### src/rtl/matmul_seq_ctrl_if.sv
// Control/status bundle between the multiply controller and its host.
// The host side drives start/stall; the controller side returns RAM addresses and MAC strobes.
interface matmul_seq_ctrl_if #(
  parameter int WIDTH = 16
);
  logic             start;
  logic             stall;
  logic [WIDTH-1:0] counter_A;
  logic [WIDTH-1:0] counter_B;
  logic             mac_en;
  logic             mac_clr;
  logic             mac_last;
  logic [WIDTH-1:0] out_row;
  logic [WIDTH-1:0] out_col;
  logic             busy;
  logic             done;

  modport master (
    output start, stall,
    input  counter_A, counter_B, mac_en, mac_clr, mac_last, out_row, out_col, busy, done
  );

  modport slave (
    input  start, stall,
    output counter_A, counter_B, mac_en, mac_clr, mac_last, out_row, out_col, busy, done
  );
endinterface

### src/rtl/matmul_seq_ctrl.sv
// Address sequencer + MAC strobe generator for a single-MAC matmul; strobes lag the issued address by
// one cycle to line up with registered-read RAM data. stall freezes address issue without double-counting.
module matmul_seq_ctrl #(
  parameter int WIDTH           = 16,
  parameter int CHUNK_SIZE      = 4,
  parameter int INNER_DIMENSION = 8,
  parameter int ROWS_A          = 6,
  parameter int COLS_B          = 6
) (
  input  logic              clk,
  input  logic              rst_n,
  matmul_seq_ctrl_if.slave  bus
);
  localparam int NC = INNER_DIMENSION / CHUNK_SIZE;
  localparam logic [WIDTH-1:0] NC_W   = WIDTH'(NC);
  localparam logic [WIDTH-1:0] K_LAST = WIDTH'(NC - 1);
  localparam logic [WIDTH-1:0] J_LAST = WIDTH'(COLS_B - 1);
  localparam logic [WIDTH-1:0] I_LAST = WIDTH'(ROWS_A - 1);
  localparam logic [WIDTH-1:0] ONE    = WIDTH'(1);

  typedef enum logic [1:0] {IDLE, RUN, DRAIN, DONE} state_t;

  state_t           state, state_nxt;
  logic [WIDTH-1:0] i_q, j_q, k_q;
  logic [WIDTH-1:0] i_nxt, j_nxt, k_nxt;
  logic             issue, k_wrap, j_wrap, i_wrap, last_issue;

  always_comb begin
    issue      = (state == RUN) && !bus.stall;
    k_wrap     = (k_q == K_LAST);
    j_wrap     = (j_q == J_LAST);
    i_wrap     = (i_q == I_LAST);
    last_issue = issue && k_wrap && j_wrap && i_wrap;

    i_nxt = i_q;
    j_nxt = j_q;
    k_nxt = k_q;
    // Outside RUN the indices are parked at zero so the next run starts at (0,0).
    if (state != RUN) begin
      i_nxt = '0;
      j_nxt = '0;
      k_nxt = '0;
    end else if (issue) begin
      k_nxt = k_wrap ? '0 : k_q + ONE;
      if (k_wrap) begin
        j_nxt = j_wrap ? '0 : j_q + ONE;
        if (j_wrap) begin
          i_nxt = i_wrap ? '0 : i_q + ONE;
        end
      end
    end

    state_nxt = state;
    case (state)
      IDLE:    if (bus.start) state_nxt = RUN;
      RUN:     if (last_issue) state_nxt = DRAIN;
      DRAIN:   state_nxt = DONE;
      DONE:    state_nxt = IDLE;
      default: state_nxt = IDLE;
    endcase
  end

  assign bus.busy = (state != IDLE);
  assign bus.done = (state == DONE);

  always_ff @(posedge clk or negedge rst_n) begin
    if (!rst_n) begin
      state         <= IDLE;
      i_q           <= '0;
      j_q           <= '0;
      k_q           <= '0;
      bus.counter_A <= '0;
      bus.counter_B <= '0;
      bus.mac_en    <= 1'b0;
      bus.mac_clr   <= 1'b0;
      bus.mac_last  <= 1'b0;
      bus.out_row   <= '0;
      bus.out_col   <= '0;
    end else begin
      state         <= state_nxt;
      i_q           <= i_nxt;
      j_q           <= j_nxt;
      k_q           <= k_nxt;
      bus.counter_A <= i_nxt * NC_W + k_nxt;
      bus.counter_B <= j_nxt * NC_W + k_nxt;
      // One stage behind issue, matching the RAM read latency.
      bus.mac_en    <= issue;
      bus.mac_clr   <= issue && (k_q == '0);
      bus.mac_last  <= issue && k_wrap;
      if (issue) begin
        bus.out_row <= i_q;
        bus.out_col <= j_q;
      end
    end
  end
endmodule

### src/flat_wrapper.sv
// flat-port wrapper written by rule: the top's interface ports become plain ports
module matmul_seq_ctrl_flat 
#(
  parameter int WIDTH           = 16,
  parameter int CHUNK_SIZE      = 4,
  parameter int INNER_DIMENSION = 8,
  parameter int ROWS_A          = 6,
  parameter int COLS_B          = 6
)
  (clk, rst_n, bus_start, bus_stall, bus_counter_A, bus_counter_B, bus_mac_en, bus_mac_clr, bus_mac_last, bus_out_row, bus_out_col, bus_busy, bus_done);
  matmul_seq_ctrl_if #(.WIDTH(WIDTH)) bus_i ();
  input  logic clk;
  input  logic rst_n;
  input wire logic [$bits(bus_i.start)-1:0] bus_start;
  input wire logic [$bits(bus_i.stall)-1:0] bus_stall;
  output wire logic [$bits(bus_i.counter_A)-1:0] bus_counter_A;
  output wire logic [$bits(bus_i.counter_B)-1:0] bus_counter_B;
  output wire logic [$bits(bus_i.mac_en)-1:0] bus_mac_en;
  output wire logic [$bits(bus_i.mac_clr)-1:0] bus_mac_clr;
  output wire logic [$bits(bus_i.mac_last)-1:0] bus_mac_last;
  output wire logic [$bits(bus_i.out_row)-1:0] bus_out_row;
  output wire logic [$bits(bus_i.out_col)-1:0] bus_out_col;
  output wire logic [$bits(bus_i.busy)-1:0] bus_busy;
  output wire logic [$bits(bus_i.done)-1:0] bus_done;
  assign bus_i.start = bus_start;
  assign bus_i.stall = bus_stall;
  assign bus_counter_A = bus_i.counter_A;
  assign bus_counter_B = bus_i.counter_B;
  assign bus_mac_en = bus_i.mac_en;
  assign bus_mac_clr = bus_i.mac_clr;
  assign bus_mac_last = bus_i.mac_last;
  assign bus_out_row = bus_i.out_row;
  assign bus_out_col = bus_i.out_col;
  assign bus_busy = bus_i.busy;
  assign bus_done = bus_i.done;
  matmul_seq_ctrl #(.WIDTH(WIDTH), .CHUNK_SIZE(CHUNK_SIZE), .INNER_DIMENSION(INNER_DIMENSION), .ROWS_A(ROWS_A), .COLS_B(COLS_B)) u_core (.clk(clk), .rst_n(rst_n), .bus(bus_i));
endmodule
### config.mk
export PLATFORM = sky130hd
export DESIGN_NAME = matmul_seq_ctrl_flat
export DESIGN_NICKNAME = d
export VERILOG_FILES = /design/src/rtl/matmul_seq_ctrl_if.sv /design/src/rtl/matmul_seq_ctrl.sv /design/src/flat_wrapper.sv
export SDC_FILE = /design/constraint.sdc
export NUM_CORES = 1
export LEC_CHECK = 0
export CAP_MARGIN = 25
export CELL_PAD_IN_SITES_DETAIL_PLACEMENT = 1
export CELL_PAD_IN_SITES_GLOBAL_PLACEMENT = 1
export CORE_MARGIN = 3
export CORE_UTILIZATION = 47
export CTS_CLUSTER_SIZE = 40
export DETAILED_ROUTE_END_ITERATION = 8
export HOLD_SLACK_MARGIN = 0.06
export PLACE_DENSITY_LB_ADDON = 0.2
export SETUP_SLACK_MARGIN = 0.02
export SYNTH_ARGS = -nofsm -noshare
export SYNTH_HDL_FRONTEND = slang
export SYNTH_SLANG_ARGS = --single-unit
### constraint.sdc
create_clock -name clk -period 10.02 [get_ports clk]
set_input_delay 2.004 -clock clk [delete_from_list [all_inputs] [get_ports clk]]
set_output_delay 2.004 -clock clk [all_outputs]
set_load 0.1 [all_outputs]
# After elaboration in Yosys (flattened, before gate mapping)
# Index checks and enable logic that the tools add are counted.
dict set report op_classes {
  addsub 5
  eq_ne 9
  mux 15
  reduce_logical 15
}
# cell count
set op_table {}
lappend op_table {{$mux 16} 12}
lappend op_table {{$add 16x1->16 const B} 3}
lappend op_table {{$add 16x16->16} 2}
lappend op_table {{$eq 16x3->1 const B} 2}
lappend op_table {{$eq 16x1->1 const B} 1}
lappend op_table {{$logic_not 16->1} 1}
lappend op_table {{$pmux 2 s4} 1}
lappend op_table {{$reduce_bool 2->1} 4}
lappend op_table {{$logic_and 1x1->1} 5}
lappend op_table {{$eq 2x2->1 const B} 2}
lappend op_table {{$mux 2} 2}
lappend op_table {{$ne 2x1->1 const B} 2}
lappend op_table {{$reduce_and 2->1} 2}
lappend op_table {{$reduce_and 3->1} 1}
lappend op_table {{$eq 2x1->1 const B} 1}
lappend op_table {{$logic_not 2->1} 1}
lappend op_table {{$ne 2x2->1 const B} 1}
lappend op_table {{$logic_not 1->1} 1}
dict set report word_totals {
  regBits 117
  input_bits 4
  output_inout_bits 69
  wordCells 57
}

# Depth between registers and ports, before layout
dict set report logic_depth {
  depth_word 7
  depth_mapped 18
}

# Worst setup path after synthesis
# No wires, ideal clock.
dict set report synth_path {
  kind {input-to-reg}
  startpoint {input bus_stall}
  endpoint {register u_core.bus.counter_A[14]}
  arrival_time_ns 4.762
  path_slack_ns 5.132
  cell_stages 15
  path_buffers 1
  cell_sequence {nand2b_1 buf_1 or3_4 nor2_2 nand3_1 xor2_1 nor2_1 ha_1 o21a_1 o21ai_0 nor2_1 a21o_1 or3_1 o211a_1 a311o_1}
}
dict set report synth_via {
  elab_chain_len 5
  word_cells_on_any_way 7
  cone_classes {add/sub: 1; mux: 4; reduce/logical: 2}
}
# element line
set synth_lines {}
lappend synth_lines {{start, declared} flat_wrapper.sv:15} ;# input wire logic [$bits(bus_i.stall)-1:0] bus_stall;
lappend synth_lines {{$logic_not 1->1} matmul_seq_ctrl.sv:29} ;# issue = (state == RUN) && !bus.stall;
lappend synth_lines {{$logic_and 1x1->1} matmul_seq_ctrl.sv:29}
lappend synth_lines {{$mux 16} matmul_seq_ctrl.sv:43} ;# end else if (issue) begin
lappend synth_lines {{$mux 16} matmul_seq_ctrl.sv:39} ;# if (state != RUN) begin
lappend synth_lines {{named net u_core.i_nxt[5]} matmul_seq_ctrl.sv:25} ;# logic [WIDTH-1:0] i_nxt, j_nxt, k_nxt;
lappend synth_lines {{$add 16x16->16} matmul_seq_ctrl.sv:84} ;# bus.counter_A <= i_nxt * NC_W + k_nxt;
lappend synth_lines {{end signal, assigned} matmul_seq_ctrl.sv:84}
lappend synth_lines {{end, declared} matmul_seq_ctrl_if.sv:25} ;# output counter_A, counter_B, mac_en, mac_clr, mac_last, out_row, out_col, busy, done
# The timed path passes the listed nets, and every way through them passes these cells. The select of a mux whose other input is x is not followed.
# A chain may end at the register's enable or synchronous reset.

# Worst setup path after layout
dict set report layout_path {
  startpoint {input bus_stall}
  endpoint {register u_core.bus.counter_B[15]}
}
dict set report layout_via {
  elab_chain_len 5
  word_cells_on_any_way 7
  cone_classes {add/sub: 1; mux: 4; reduce/logical: 2}
}
# element line
set layout_lines {}
lappend layout_lines {{$logic_not 1->1} matmul_seq_ctrl.sv:29}
lappend layout_lines {{$logic_and 1x1->1} matmul_seq_ctrl.sv:29}
lappend layout_lines {{$mux 16} matmul_seq_ctrl.sv:43}
lappend layout_lines {{$mux 16} matmul_seq_ctrl.sv:39}
lappend layout_lines {{named net u_core.j_nxt[2]} matmul_seq_ctrl.sv:25}
lappend layout_lines {{$add 16x16->16} matmul_seq_ctrl.sv:85} ;# bus.counter_B <= j_nxt * NC_W + k_nxt;
lappend layout_lines {{end signal, assigned} matmul_seq_ctrl.sv:85}
lappend layout_lines {{end, declared} matmul_seq_ctrl_if.sv:25}
# The timed path passes the listed nets, and every way through them passes these cells. The select of a mux whose other input is x is not followed.

==> results.py <==
metrics = {
    "run_status": {
        "status": "finished, final reports clean",
    },
    "clock_tree": {
        "postCtsSetupBuffers": 0,
        "clkTransAtPathRegs_ps": 50,
        "postCtsResizedCells": 0,
        "cts_made_buffers": 17,
        "clock_latency_ps": 410,
        "h-tree-depth": 4,
        "clockBufferDepth": 2,
        "cts-root-buf": "clkbuf_16",
        "cts_sinks": 115,
        "cts_hold_buf": 0,
        "cts_tree": "done",
    },
    "logic_synthesis": {
        "seq_area_frac_synth": 0.453,
        "synth_area_per_cell_um2": 9.68,
        "synth_cell_type_count": 61,
        "yosysWarnings": 0,
        "ys.flop_type": "dfrtp_1",
        "async_flop_share": 1.00,
        "syn-num-nets": 702,
        "synth-edff-count": 0,
        "synth_seq_cells": 115,
        "synth_cells": 656,
        "syn_area_um2": 6350,
    },
    "global_route": {
        "grt_pass1_wl_mm": 28.6,
        "grt_overflow": 0,
        "gr-max-usage-layer": "met2",
        "grtUsageMet1": 0.330,
        "grt_max_degree": 79,
        "grt_pass1_vias": 5424,
        "use_met2": 0.405,
        "track_usage": 0.248,
        "antenna_found_initial": 0,
        "use_met3": 0.0452,
    },
    "setup_path": {
        "cp.arrival_ps": 6410,
        "r2r-start": "u_core.bus.counter_A[0]",
        "crit_start": "bus_stall",
        "end_kind": "flip-flop",
        "worst-setup-path-type": "in -> reg",
        "critPathRequiredTime_ps": 10310,
        "crit_path_start_kind": "input pin",
        "worst-path-max-fanout": 39,
    },
    "route": {
        "via_per_inst": 5.56,
        "drt_wl_total_mm": 17.4,
        "post_drt_wl_per_cell_um": 19.1,
        "drt-initial-drc-count": 311,
        "dr.pass1.iters": 6,
        "vias": 5072,
        "route.detailed.drc": 0,
        "ant_nets": 0,
    },
    "sta": {
        "fin_crit_ps": 6120,
        "finalCritPeriodShare": 0.611,
        "finalHoldViolCount": 0,
        "maxSlewHeadroom": 0.335,
        "rsz0062_at_grt": "no",
        "setup_viol": 0,
        "worst_hold_slack_ps": 472,
        "tightestPinTransition_ps": 994,
        "setup-tns-final_ps": 0,
        "slew_viol_final": 0,
        "skew_ps": 5.17,
        "max_freq_mhz": 163,
    },
    "final_layout": {
        "diodes": 0,
        "layout_common_cells": "122 x nand2_1, 115 x dfrtp_1, 71 x clkdlybuf4s50_1",
        "final_common_cell": "nand2_1",
        "final_area_um2": 7760,
        "drive_gt1_frac": 0.0743,
        "area_growth_pct": 22.3,
        "fin_nets": 775,
    },
    "die": {
        "dieArea_um2": 14900,
        "floorplan.die.width_um": 122,
        "start_util": 0.491,
        "die_h_um": 122,
        "std_cell_rows": 41,
        "pin_count": 73,
        "core_um2": 12900,
    },
    "power_and_ir_drop": {
        "p_per_area_nw_per_um2": 171,
        "ir_drop_mv": 0.0911,
        "finalPower_mw": 1.33,
        "leakage_nw": 3.67,
    },
    "placed_design": {
        "hpwl_mm": 12.5,
        "post_dp_cell_area_um2": 7180,
        "place.gp.congestion": 0.866,
        "port_buffers": 72,
    },
    "hold_path": {
        "hold_path_class": "reg -> reg",
        "hp-start": "u_core.bus.out_row[10]",
    },
    "flow_run": {
        "maxCapViolCount": 0,
    },
}
## worst paths after layout
check	to	slack [ps]	cells past startpoint
setup reg to reg	u_core.bus.counter_B[15]	5190	15
hold reg to reg	u_core.bus.out_row[10]	470	2
setup / recovery	u_core.bus.counter_B[15]	3900	17
min in group asynchronous	u_core.bus.out_col[3]	1550	1
max in group asynchronous	u_core.bus.counter_B[6]	7500	3
hold / removal	u_core.bus.out_row[10]	470	2
## power breakdown
part           total [mW]  leakage (nW)  switching, mW  internal [mW]
Combinational       0.284          1.80          0.219         0.0651
Clock               0.551         0.269          0.197          0.354
Sequential          0.491          1.60         0.0136          0.477
## Yosys cell counts, types with 5 or more instances
library cell	count	share of area
o31ai_1	7	0.0083
or3_1	7	0.0069
inv_1	27	0.016
mux2i_1	5	0.0079
ha_1	40	0.079
nor2b_1	7	0.0069
xnor2_1	28	0.039
nand2_1	122	0.072
nand2b_1	6	0.0059
xor2_1	19	0.026
a21o_1	8	0.0095
nand4_1	12	0.012
nor2_1	52	0.031
and2_1	6	0.0059
and3_1	12	0.012
o21a_1	7	0.0083
a31oi_1	8	0.0079
o21ai_0	30	0.024
clkbuf_1	11	0.0065
nand3_1	19	0.015
nor4_4	5	0.017
a21oi_1	23	0.018
dfrtp_1	115	0.45
nor3_1	15	0.012
## worst max-delay path: stages
cell and delay, ps:
clkdlybuf4s50_1 760, nand2b_1 170, buf_4 380, clkinv_1 200, buf_12 220, o21ai_2 290
nor2_1 120, o21ai_1 160, o41ai_1 120, ha_1 360, nor2b_1 160, o31a_1 250
o21ai_0 210, a21oi_1 120, o41ai_1 480, o21ai_0 230, xnor2_1 170
## per-stage QoR
step / setup slack (ps) / utilization / cells
floorplan: 5130 / - / 656
global placement: 2980 / 0.555 / 880
detailed placement: 2700 / 0.555 / 880
CTS: 3040 / 0.597 / 910
global route: 3490 / 0.600 / 912
finish: 3900 / 0.600 / 912
## state kept, by name (all words and copies together), names as in the netlist
register,flops
u_core.bus.counter_A,16
u_core.bus.out_col,16
u_core.bus.out_row,16
u_core.i_q,16
u_core.j_q,16
u_core.bus.counter_B,15
u_core.k_q,15
u_core.state,2
u_core.bus.mac_clr,1
u_core.bus.mac_en,1
u_core.bus.mac_last,1
## cell type report
class                   count  area, um^2
fillers                  1422        5170
multi-input cells         490        3240
flip-flops and latches    115        2880
repair buffers             77         788
clock buffers              24         482
well taps                 172         215
inverters                  28         105
clock inverters             6        55.1
## logic make-up (layout without fill, tap and decap cells)
| kind of cell | count (synthesis) | after routing | synth area share |
|---|---|---|---|
| and+or+nand+nor | 286 | 286 | 0.237 |
| DFF | 115 | 115 | 0.453 |
| AOI/OAI and AO/OA | 108 | 108 | 0.110 |
| buffers and inverters | 51 | 135 | 0.0367 |
| xor gates and xnor gates | 48 | 48 | 0.0674 |
| adders and majority gates | 42 | 42 | 0.0851 |
| muxes | 6 | 6 | 0.00966 |
## metal layers
layer  wire length [um]  vias to the layer above
li1                   -                     2402
met1               8010                     2531
met4                362                        0
met3                516                       26
met2               8520                      113
met5                  0                        -
No activity file was read; power rests on OpenSTA's default activity.
